===== config.mk =====
export PLATFORM = sky130hd
export DESIGN_NAME = execute_stage
export DESIGN_NICKNAME = d
export VERILOG_FILES = /design/src/rtl/execute_stage.sv
export SDC_FILE = /design/constraint.sdc
export NUM_CORES = 1
export LEC_CHECK = 0
export BUFFER_PORTS_ARGS = -buffer_cell sky130_fd_sc_hd__buf_4
export CELL_PAD_IN_SITES_DETAIL_PLACEMENT = 1
export CELL_PAD_IN_SITES_GLOBAL_PLACEMENT = 1
export CORE_ASPECT_RATIO = 1.4
export CORE_MARGIN = 1.5
export CORE_UTILIZATION = 44
export DETAILED_ROUTE_END_ITERATION = 7
export PLACE_DENSITY_LB_ADDON = 0.1
export SLEW_MARGIN = 20
export SYNTH_ARGS = -nofsm -noshare
export SYNTH_HDL_FRONTEND = slang
export SYNTH_SLANG_ARGS = --single-unit

===== constraint.sdc =====
create_clock -name clock -period 6.65 [get_ports clock]
set_clock_uncertainty 0.05 [all_clocks]
set_input_delay 0.9975 -clock clock [delete_from_list [all_inputs] [get_ports clock]]
set_output_delay 0.9975 -clock clock [all_outputs]
set_load 0.005 [all_outputs]

===== src/rtl/execute_stage.sv =====
// Execute stage: ALU ops, branch resolve, 32-iteration shift-add MUL, HLT latch.
// Latency: 1 cycle for single-cycle ops; MUL result MUL_CYCLES cycles after its accept edge.
// Backpressure: stall is high during MUL; ID_EX is ignored while BUSY or HALTED.
//
// Ports: clock/reset_n (sync active-low), ID_EX decode bundle in,
// EX_MEM registered writeback bundle out, branch_taken/branch_target redirect,
// stall (MUL busy), halted (sticky), illegal (non-one-hot op pulse).
module execute_stage #(
  parameter int MUL_CYCLES = 32
) (
  input  logic         clock,
  input  logic         reset_n,
  input  logic [175:0] ID_EX,
  output logic [71:0]  EX_MEM,
  output logic         branch_taken,
  output logic [31:0]  branch_target,
  output logic         stall,
  output logic         halted,
  output logic         illegal
);

  typedef struct packed {
    logic [15:0] op;
    logic [31:0] imm;
    logic [31:0] rt;
    logic [31:0] rs;
    logic [31:0] pc;
    logic [31:0] instr;
  } id_ex_t;

  typedef struct packed {
    logic        halt;
    logic        valid;
    logic        wr_en;
    logic [4:0]  dest;
    logic [31:0] pc;
    logic [31:0] result;
  } ex_mem_t;

  typedef enum logic [1:0] {ST_IDLE, ST_BUSY, ST_HALTED} state_t;

  localparam int CNT_W = $clog2(MUL_CYCLES);
  localparam logic [CNT_W-1:0] CNT_LAST = CNT_W'(MUL_CYCLES - 1);

  localparam logic [15:0] OP_ADD = 16'h0001, OP_SUB = 16'h0002, OP_LI  = 16'h0004,
                          OP_SHL = 16'h0008, OP_SHR = 16'h0010, OP_AND = 16'h0020,
                          OP_OR  = 16'h0040, OP_XOR = 16'h0080, OP_BR  = 16'h0100,
                          OP_BNE = 16'h0200, OP_MOV = 16'h0400, OP_ADI = 16'h0800,
                          OP_MUL = 16'h1000, OP_HLT = 16'h2000, OP_NOP = 16'h4000;

  id_ex_t id;
  assign id = ID_EX;

  logic [4:0] rd_idx, rt_idx, shamt;
  assign rd_idx = id.instr[15:11];
  assign rt_idx = id.instr[20:16];
  assign shamt  = id.instr[10:6];

  logic unused_instr;
  assign unused_instr = ^{id.instr[31:21], id.instr[5:0]};

  state_t         state_q, state_d;
  ex_mem_t        ex_q, ex_d;
  logic           br_q, br_d;
  logic [31:0]    tgt_q, tgt_d;
  logic           stall_q, stall_d;
  logic           halted_q, halted_d;
  logic           illegal_q, illegal_d;
  logic [31:0]    mcand_q, mcand_d, mplier_q, mplier_d, acc_q, acc_d, mpc_q, mpc_d;
  logic [4:0]     mrd_q, mrd_d;
  logic [CNT_W-1:0] cnt_q, cnt_d;
  logic [31:0]    acc_sum;

  // One multiplier bit per BUSY edge; the multiplicand shifts up as the multiplier shifts down.
  assign acc_sum = acc_q + (mplier_q[0] ? mcand_q : 32'h0);

  always_ff @(posedge clock) begin
    if (!reset_n) begin
      state_q   <= ST_IDLE;
      ex_q      <= '0;
      br_q      <= 1'b0;
      tgt_q     <= '0;
      stall_q   <= 1'b0;
      halted_q  <= 1'b0;
      illegal_q <= 1'b0;
      mcand_q   <= '0;
      mplier_q  <= '0;
      acc_q     <= '0;
      mpc_q     <= '0;
      mrd_q     <= '0;
      cnt_q     <= '0;
    end else begin
      state_q   <= state_d;
      ex_q      <= ex_d;
      br_q      <= br_d;
      tgt_q     <= tgt_d;
      stall_q   <= stall_d;
      halted_q  <= halted_d;
      illegal_q <= illegal_d;
      mcand_q   <= mcand_d;
      mplier_q  <= mplier_d;
      acc_q     <= acc_d;
      mpc_q     <= mpc_d;
      mrd_q     <= mrd_d;
      cnt_q     <= cnt_d;
    end
  end

  always_comb begin
    state_d = state_q;
    case (state_q)
      ST_IDLE: begin
        if (id.op == OP_MUL)      state_d = ST_BUSY;
        else if (id.op == OP_HLT) state_d = ST_HALTED;
      end
      ST_BUSY:   if (cnt_q == CNT_LAST) state_d = ST_IDLE;
      ST_HALTED: state_d = ST_HALTED;
      default:   state_d = ST_IDLE;
    endcase
  end

  always_comb begin
    // Pulse-type outputs default low so nothing is held beyond one cycle.
    ex_d      = '0;
    br_d      = 1'b0;
    tgt_d     = '0;
    stall_d   = 1'b0;
    halted_d  = halted_q;
    illegal_d = 1'b0;
    mcand_d   = mcand_q;
    mplier_d  = mplier_q;
    acc_d     = acc_q;
    mpc_d     = mpc_q;
    mrd_d     = mrd_q;
    cnt_d     = cnt_q;

    case (state_q)
      ST_IDLE: begin
        ex_d.pc    = id.pc;
        ex_d.valid = 1'b1;
        ex_d.wr_en = 1'b1;
        ex_d.dest  = rd_idx;
        case (id.op)
          OP_ADD: ex_d.result = id.rs + id.rt;
          OP_SUB: ex_d.result = id.rs - id.rt;
          OP_LI: begin
            ex_d.result = id.imm;
            ex_d.dest   = rt_idx;
          end
          OP_SHL: ex_d.result = id.rt << shamt;
          OP_SHR: ex_d.result = id.rt >> shamt;
          OP_AND: ex_d.result = id.rs & id.rt;
          OP_OR:  ex_d.result = id.rs | id.rt;
          OP_XOR: ex_d.result = id.rs ^ id.rt;
          OP_MOV: ex_d.result = id.rs;
          OP_ADI: begin
            ex_d.result = id.rs + id.imm;
            ex_d.dest   = rt_idx;
          end
          OP_BR, OP_BNE: begin
            ex_d.wr_en = 1'b0;
            ex_d.dest  = '0;
            br_d       = (id.op == OP_BR) || (id.rs != id.rt);
            if (br_d) tgt_d = id.pc + 32'd4 + (id.imm << 2);
          end
          OP_MUL: begin
            ex_d     = '0;
            stall_d  = 1'b1;
            mcand_d  = id.rs;
            mplier_d = id.rt;
            acc_d    = '0;
            cnt_d    = '0;
            mpc_d    = id.pc;
            mrd_d    = rd_idx;
          end
          OP_HLT: begin
            ex_d.halt  = 1'b1;
            ex_d.wr_en = 1'b0;
            ex_d.dest  = '0;
            halted_d   = 1'b1;
          end
          16'h0000, OP_NOP: ex_d = '0;
          // Anything else has zero or several op bits outside the legal set.
          default: begin
            ex_d      = '0;
            illegal_d = 1'b1;
          end
        endcase
      end

      ST_BUSY: begin
        acc_d    = acc_sum;
        mcand_d  = mcand_q << 1;
        mplier_d = mplier_q >> 1;
        cnt_d    = cnt_q + 1'b1;
        if (cnt_q == CNT_LAST) begin
          ex_d.valid  = 1'b1;
          ex_d.wr_en  = 1'b1;
          ex_d.dest   = mrd_q;
          ex_d.pc     = mpc_q;
          ex_d.result = acc_sum;
        end else begin
          stall_d = 1'b1;
        end
      end

      default: ;  // HALTED: inputs ignored, all pulses stay low
    endcase
  end

  assign EX_MEM        = ex_q;
  assign branch_taken  = br_q;
  assign branch_target = tgt_q;
  assign stall         = stall_q;
  assign halted        = halted_q;
  assign illegal       = illegal_q;

endmodule


# ---- Word level (Yosys, flattened, before mapping)
# Cells that the tools add are included.
dict set report totals {
  in_bits 178
  rom_bits 0
  n_memories 0
  ff_bits 248
  ramBits 0
  out_inout_bits 108
  latchBits 0
  word_cells 94
}
dict set report classes {
  n_reduce_logical 17
  addsub 7
  mul 0
  shift 2
  mux 25
  bitwise 3
  n_div 0
  order_cmp 0
  n_eq_ne 22
}
# operator n
set ops {}
lappend ops {{$pmux 32 s10} 1}
lappend ops {{$pmux 32 s2} 3}
lappend ops {{$mux 32} 5}
lappend ops {{$pmux 71 s2} 1}
lappend ops {{$add 32x32->32} 4}
lappend ops {{$mux 71} 1}
lappend ops {{$add 32x3->32 const B} 1}
lappend ops {{$and 32x32->32} 1}
lappend ops {{$ne 32x32->1} 1}
lappend ops {{$or 32x32->32} 1}
lappend ops {{$shl 32x5->32} 1}
lappend ops {{$shr 32x5->32} 1}
lappend ops {{$sub 32x32->32} 1}
lappend ops {{$xor 32x32->32} 1}
lappend ops {{$pmux 5 s2} 2}
lappend ops {{$eq 16x1->1 const B} 1}
lappend ops {{$eq 16x10->1 const B} 1}
lappend ops {{$eq 16x11->1 const B} 1}
lappend ops {{$eq 16x12->1 const B} 1}
lappend ops {{$eq 16x13->1 const B} 1}
lappend ops {{$eq 16x14->1 const B} 1}
lappend ops {{$eq 16x15->1 const B} 1}
lappend ops {{$eq 16x2->1 const B} 1}
lappend ops {{$eq 16x3->1 const B} 1}
lappend ops {{other kinds (29)} 42}

# ---- Depth between registers and ports, before layout
# Gate-level depths: netlist of run 1.
dict set report logic_depth {
  depth_word 4
  mapped_depth 20
}

# ---- Worst setup path after synthesis of run 1
# Ideal clock, no wire load.
dict set report synth_timing {
  path_type {input port to flip-flop}
  startpoint {input ID_EX[160]}
  endpoint {register ex_q (netlist bit EX_MEM[30])}
  t_required_ns 6.465
  setup_slack_ns 1.522
  path_stages 19
  n_path_buf 3
  arrival_time_ns 4.943
  setup_time_ns 0.135
  path_cell_list {clkbuf_1 > nor4_2 > nand3_1 > nor3_1 > and3b_1 > buf_2 > clkbuf_1 > o21ai_0 > fa_1 > a211oi_1 > or4_1 > nand3_1 > a21o_1 > a2111oi_0 > nor2_1 > a211oi_1 > a21oi_1 > xnor2_1 > o221ai_1}
}
dict set report synth_between {
  elab_chain_len 3
  word_cells_on_any_way 12
  classes_between {10 x eq/ne; 2 x mux}
}
# element line_no
set synth_lines {}
lappend synth_lines {{start: declaration} 13} ;# input logic [175:0] ID_EX,
lappend synth_lines {{$eq 16x12->1 (tied with other cells)} 143} ;# case (id.op)
lappend synth_lines {{$pmux 32 s10 *} 143}
lappend synth_lines {{$pmux 71 s2 *} 137} ;# case (state_q)
lappend synth_lines {{end signal: assignment} 80} ;# ex_q <= '0;
lappend synth_lines {{end signal: assignment} 94} ;# ex_q <= ex_d;
lappend synth_lines {{end: declaration} 63} ;# ex_mem_t ex_q, ex_d;
# Every way passes the cells marked *; elsewhere a longest branch is shown, timed or not.
# A chain may end at the register's enable or synchronous reset.

# ---- Worst setup path after layout of run 1
dict set report layout_timing {
  startpoint {input ID_EX[165]}
  endpoint {register ex_q (netlist bit EX_MEM[19])}
}
# The elaborated chain is that of the path after synthesis.

==> key figures, run 1 <==
Logic synthesis
  • Register area share after synthesis: a little under a quarter
  • Number of synthesized flops with an enable pin: 0
  • Commonest cells post-synth: 309 x nand2_1, 274 x nor2_1, 248 x dfxtp_1
  • Seq cells post-synth: between 200 and 250
  • Cell with the most instances after synthesis: nand2_1
  • Synth area leader: dfxtp_1
  • Post-synthesis adder-cell area fraction: 13.2%
  • Yosys warns: 0
  • Post-Syn Area: 21700 sq um
  • Top cell type's share of synthesized area: between 20% and 30%
  • Simple-gate share of the synthesized area: 18.5%
  • Synth area leaders: dfxtp_1 23%, ha_1 13%, nand2_1 5.3%
  • Ys async rst share: 0%
  • Syn nets: 3145
  • Synth Area in XOR/XNOR: about 4.3%
  • Syn avg cell area: 7.92 sq um
  • Gate Count Post-Synth: 2740
  • Main synth FF type: dfxtp_1
  • Post-synthesis mux area share: 6.97%
  • Largest family of logic cells by synthesized area: compound AO/OA/AOI/OAI gates
  • Distinct cell type count after synthesis: 83
  • Synth Area in Compound Gates: between 20 and 30%

Pwr
  • Flop pwr share: between 30% and 40%
  • Sw Ratio: between 30 and 40%
  • Clock Power Share: 40.0%
  • P_int: 0.00289 W
  • Tot Pwr: 0.00433 W
  • Leak pwr: around 11 nW
  • PD cells: approximately 170 nW/um^2
  • Net Switching: 0.00144 W
  • Gate power share: ~26%
  • Max rail drop VDD: approximately 0.00022 V

Clock network
  • Post-CTS setup buffers: 0
  • Hold_buf cts: 0
  • CTS tree: yes
  • Post-CTS Resized: 0
  • CTS H-tree depth: 1
  • Root buf cell: clkbuf_16
  • CTS Buf Count: 28
  • # clock sinks: about 250
  • Maximum root-to-sink buffer count: 3
  • Clk pin slew, worst setup/hold paths: approximately 0.070 ns
  • Clock latency on the worst-skew pair: ~0.6 ns

Timing
  • Worst slew pin tran: roughly 1.1 ns
  • F_max: ~0.17 GHz
  • Relative slew slack: 23.2%
  • Final hold vios: 0
  • Min Tclk post-route: 5.77 ns
  • Final Cycle Share: between 80 and 90%
  • RSZ-0062 raised after global routing: no
  • Fin Setup TNS: 0 ns
  • # setup viols final: 0
  • Slew Limit Fails: 0

Die
  • Vert. Die Dim: around 270 um
  • Initial core utilization: around 44%
  • Core ar.: 48900 sq um
  • I/O pin count: about 290
  • Row cnt: 96
  • Die width: about 190 um
  • DIE AREA: between 50000 and 60000 sq um

Layout
  • Filler instances: approximately 6000
  • Share of cells above drive strength 1: between 10% and 20%
  • Area Growth Syn to Fin: 16.1%
  • NumNets Final: 3308

Route
  • DRT antenna net count: 0
  • DR vias/cell: 6.50
  • Drt first pass iters: 7
  • DRT iter0 DRCs: between 1500 and 2000
  • DR WL/cell: 28.5 um
  • DRC: 0
  • Final WL: between 100000 and 150000 um
  • Vias: 23200

Critical path
  • Critical path data arrival time: between 6 and 7 ns
  • Crit Path Class: input pin to flip-flop
  • Worst setup EP type: flip-flop
  • Worst Setup Start Kind: input pin
  • WP data required: approximately 7.1 ns
  • Worst Path Max Fanout: 16

Global routing
  • GRT Overall Usage: 39.5%
  • First-pass GRT wire length: 150000 um
  • Initial antenna violation count: 3
  • Vias in the first global route: about 24000
  • Pin count of the biggest net entering global routing: between 80 and 90
  • Grt total ovfl: 0

Placed design
  • DP HPWL: 79100 um
  • IO Port Bufs: between 200 and 300
  • Routability cong.: ~1.0

Hold path
  • Hold Path Class: flip-flop to flip-flop

Run
  • Max-cap violations: 0

Run status
  • Outcome: complete, no violations
## state kept, by name, indices dropped and copies added (netlist names)
name,cells
stall,1
cnt_q,5
branch_taken,1
illegal,1
mcand_q,32
branch_target,32
EX_MEM,72
mpc_q,32
halted,1
state_q,2
acc_q,32
mplier_q,32
mrd_q,5
## worst max-delay path: stages
cell       delay (ns)
buf_4            0.14
nor4_2           0.54
nand3_1          0.28
nor3_1           0.27
and3b_2          0.46
buf_4            0.25
o21ai_0          0.11
ha_1             0.38
o21ai_0          0.19
nor2_1           0.08
o41ai_1          0.45
a31oi_1          0.37
nor3_1           0.29
xnor2_1          0.12
a2111oi_0        0.91
buf_4            0.23
o21ai_0          0.06
## routing by layer
layer / track usage, % / up-vias / wire [um]
met1: 43.2 / 11400 / 37000
li1: - / 10400 / -
met2: 67.4 / 987 / 48900
met3: 6.73 / 342 / 6890
met5: 0 / - / 11
met4: 30.9 / 2 / 8910
## cell families after synthesis
group,count (synthesis)
muxes,100
xor gates and xnor gates,106
DFF,248
AOI/OAI and AO/OA,894
adders and majority gates,227
buffers and inverters,287
and+or+nand+nor,878
## layout make-up
class                   count  area [sq um]  share of cell area [%]
clock buffers              36           781                    3.10
flip-flops and latches    248          4960                    19.7
clock inverters            15           230                   0.914
repair buffers            306          2300                    9.12
well taps                 637           797                    3.16
inverters                 114           428                    1.70
multi-input cells        2205         15700                    62.2
diodes                      5          12.5                  0.0497
## per-stage QoR
step                      setup slack [ns]  hold WS, ns  std cells  util (%)  instance area (sq um)
after floorplan                       1.52        0.394       2740         -                  21700
after global placement               0.563        0.389       3510      49.4                  24100
after detailed placement             0.418        0.405       3510      49.4                  24200
after CTS                            0.956        0.422       3561      51.5                  25200
after global routing                 0.532        0.450       3561      51.5                  25200
final                                0.880        0.419       3566      51.5                  25200
## cell usage in the layout (no fill, tap or decap), types with 9 or more instances in the layout
cell / count
o22ai_1: 18
mux4_2: 40
nor4_1: 11
nor2b_1: 50
a222oi_1: 12
xnor2_1: 60
clkbuf_16: 28
inv_1: 111
a31oi_1: 15
and3_1: 17
a21boi_0: 42
a21o_1: 38
o31ai_1: 10
o211a_1: 59
xor2_1: 46
nand3_1: 22
nor2_1: 270
nand2b_1: 27
buf_4: 306
a21oi_1: 168
nand2_1: 309
nand4_1: 15
nor3_1: 54
and2_1: 47
o21bai_1: 23
o21ai_0: 156
a221oi_1: 21
o211ai_1: 76
dfxtp_1: 248
a22oi_1: 93
o221ai_1: 12
a211oi_1: 40
mux2i_1: 52
a211o_1: 13
a32o_1: 9
o2111ai_1: 11
ha_1: 223
## final timing paths
kind	depth (start not counted)	endpoint	slack (ns)	startpoint
max	17	EX_MEM[19]	0.88	ID_EX[165]
min reg2reg	2	mrd_q[3]	0.42	mrd_q[3]
min	2	mrd_q[3]	0.42	mrd_q[3]
max reg2reg	14	EX_MEM[30]	2.55	mplier_q[0]
## power by group through the flow
stage / registers, W / logic, W / clock network, W
5_1_grt: 0.00148 / 0.00118 / 0.00181
3_3_place_gp: 0.00152 / 0.00105 / 0
3_5_place_dp: 0.00152 / 0.00107 / 0
4_1_cts: 0.00149 / 0.00108 / 0.00175
6_report: 0.00149 / 0.00111 / 0.00173
2_1_floorplan: 0.00152 / 0.000658 / 0
Power figures use the tool's default switching activity.
==> run 2: changes to the inputs <==
--- a/config.mk
+++ b/config.mk
@@ -7,10 +7,10 @@
 export LEC_CHECK = 0
 export BUFFER_PORTS_ARGS = -buffer_cell sky130_fd_sc_hd__buf_4
 export CELL_PAD_IN_SITES_DETAIL_PLACEMENT = 1
-export CELL_PAD_IN_SITES_GLOBAL_PLACEMENT = 1
+export CELL_PAD_IN_SITES_GLOBAL_PLACEMENT = 2
 export CORE_ASPECT_RATIO = 1.4
 export CORE_MARGIN = 1.5
-export CORE_UTILIZATION = 44
+export CORE_UTILIZATION = 35
 export DETAILED_ROUTE_END_ITERATION = 7
 export PLACE_DENSITY_LB_ADDON = 0.1
 export SLEW_MARGIN = 20
==> run 2 against run 1 <==
Compared with the run above:
- via count shrank 2.3%
- total power shrank 1.3%
- core utilization shrank 9.8 points
- clock-buffer cell count grew 1
- critical path depth grew 3
- largest cell class unchanged
==> key figures, run 2 (synthesized netlist as in run 1, its figures left out) <==
Hold path
  • Hold depth: 2 (unchanged)
  • Worst Hold End: mpc_q[26]
  • Hold path start: mpc_q[26]
  • Hold Path Class: flip-flop to flip-flop

Die
  • Vert. Die Dim: 298 um (+12%)
  • Die width: 213 um (+12%)
  • DIE AREA: 63500 sq um (+25%)
  • Initial core utilization: 35.5% (-8.8 points)
  • I/O pin count: 286 (unchanged)
  • Core ar.: 61000 sq um (+25%)
  • Row cnt: 107 (+11%)

Placed design
  • Inst Count DP: 3707 (+5.6%)
  • DP HPWL: 84900 um (+7.3%)
  • IO Port Bufs: 268 (unchanged)
  • Dpl ws: 0.607 ns (+0.189 ns)
  • Routability cong.: 0.965 (-8.0%)

Route
  • DR WL/cell: 28.5 um (-0.13%)
  • DRT iter0 DRCs: 1535 (-20%)
  • Drt first pass iters: 7 (unchanged)
  • DRC: 0 (unchanged)
  • Vias: 22600 (-2.3%)
  • Final WL: 107000 um (+5.3%)
  • DR vias/cell: 6.02 (-7.3%)
  • DRT antenna net count: 0 (unchanged)

Global routing
  • Grt total ovfl: 0 (unchanged)
  • Initial antenna violation count: 2 (-1)
  • Vias in the first global route: 23700 (-1.1%)
  • First-pass GRT wire length: 155000 um (+3.6%)
  • Pin count of the biggest net entering global routing: 115 (+32%)
  • GRT Overall Usage: 33.0% (-6.5 points)

Clock network
  • Root buf cell: clkbuf_16
  • Post-CTS setup buffers: 0 (unchanged)
  • Clock latency on the worst-skew pair: 0.61 ns (about the same)
  • Hold_buf cts: 0 (unchanged)
  • Post-CTS Resized: 0 (unchanged)
  • Maximum root-to-sink buffer count: 3 (unchanged)
  • CTS Buf Count: 28 (unchanged)
  • CTS tree: yes
  • # clock sinks: 248 (unchanged)
  • Clk pin slew, worst setup/hold paths: 0.07 ns (about the same)
  • CTS H-tree depth: 1 (unchanged)

Run
  • Max-cap violations: 0 (unchanged)

Pwr
  • Max rail drop VDD: 0.000215 V (-1.7%)
  • PD cells: 168 nW/um^2 (-2.5%)
  • Leak pwr: 11.3 nW (+0.55%)
  • Tot Pwr: 0.00427 W (-1.3%)

Timing
  • Final hold slack: 0.415 ns (-0.00392 ns)
  • Slew Limit Fails: 0 (unchanged)
  • Final hold vios: 0 (unchanged)
  • Final Cycle Share: 82.5% (-4.3 points)
  • Min Tclk post-route: 5.48 ns (-0.287 ns)
  • Fin Setup TNS: 0 ns (unchanged)
  • RSZ-0062 raised after global routing: no
  • Worst slew pin tran: 1.09 ns (-0.0493 ns)
  • F_max: 0.182 GHz (+5.2%)
  • # setup viols final: 0 (unchanged)
  • Relative slew slack: 26.5% (+3.3 points)
  • Final worst setup slack: 1.17 ns (+0.287 ns)

Layout
  • Max reg flops: 72 (unchanged)
  • # diodes: 0 (-5)
  • Area Growth Syn to Fin: 17.4%
  • Commonest non-fill, non-tap cell in the layout: buf_4
  • Non-Filler Instances: 3758 (+5.4%)
  • NumNets Final: 3325 (+0.51%)
  • Share of cells above drive strength 1: 15.4% (+0.49 points)
  • Most frequent cells in the layout: 322 x buf_4, 309 x nand2_1, 270 x nor2_1

Critical path
  • Critical path data arrival time: 5.88 ns (-0.29 ns)
  • WP data required: 7.05 ns (about the same)
  • Capturing point of the worst reg2reg path: EX_MEM[30]
  • Worst setup EP type: flip-flop
  • Worst Path Max Fanout: 30 (+14)
  • Worst R2R Path Depth: 14 (unchanged)
  • Reg2reg start: mplier_q[0]
  • Crit Path Class: input pin to flip-flop
  • Reg-to-reg slack, setup: 2.41 ns (-0.14 ns)
  • Worst Setup Start Kind: input pin

Run status
  • Outcome: complete, no violations
## run 2: cell count changes in the layout (fill, tap and decap cells not counted), sizes merged
cell / change
buf: +17
clkinvlp: +1
bufinv: -2
diode: -5
clkbuf: +1
inv: -2
clkinv: +2
## run 2: through the flow
step / util [%] / cell area [sq um]
floorplan: - / 21700
global placement: 40.2 / 24500
detailed placement: 40.2 / 24500
CTS: 41.7 / 25500
global route: 41.7 / 25500
finish: 41.7 / 25500
## run 2: how the worst max path moves through the flow
stage	start	end	slack [ns]
final	ID_EX[161]	EX_MEM[31]	1.17
after global routing	ID_EX[161]	EX_MEM[30]	0.89
after global placement	ID_EX[165]	EX_MEM[30]	0.66
after detailed placement	ID_EX[161]	EX_MEM[30]	0.61
after CTS	ID_EX[161]	EX_MEM[30]	1.25
after floorplan	ID_EX[160]	EX_MEM[30]	1.52
## run 2: worst max-delay path, stage by stage
cell       delay (ns)
buf_4            0.14
nor4_2           0.28
buf_4            0.19
nand3_1          0.25
nor3_1           0.33
and3b_2          0.51
buf_4            0.23
buf_4            0.32
o21ai_0          0.14
ha_1             0.39
a21oi_1          0.16
nor2b_1          0.08
a2111o_1         0.42
o2111ai_1        0.22
buf_4            0.17
o21a_1           0.23
nor3_1           0.09
nor4_1           0.23
and3_1           0.36
o22ai_1          0.12
## run 2: cell type report
type / instances / area (sq um)
timing repair buffer: 323 / 2440
clock inverter: 14 / 169
multi-input combinational: 2205 / 15700
inverter: 114 / 428
clock buffer: 37 / 805
tap: 817 / 1020
sequential: 248 / 4960
fill: 7460 / 35600
## run 2: routing by layer
| metal | share of wire (%) | vias up | global-route usage (%) |
|---|---|---|---|
| li1 | - | 10400 | - |
| met5 | 0.031 | - | 0 |
| met4 | 7.0 | 4 | 20.0 |
| met1 | 38 | 11300 | 36.4 |
| met2 | 50 | 717 | 59.4 |
| met3 | 4.7 | 213 | 4.13 |
## run 2: power breakdown
part,switching (W),internal (W)
clock,0.000735,0.000935
combinational,0.000708,0.000409
sequential,0.000000137,0.00149
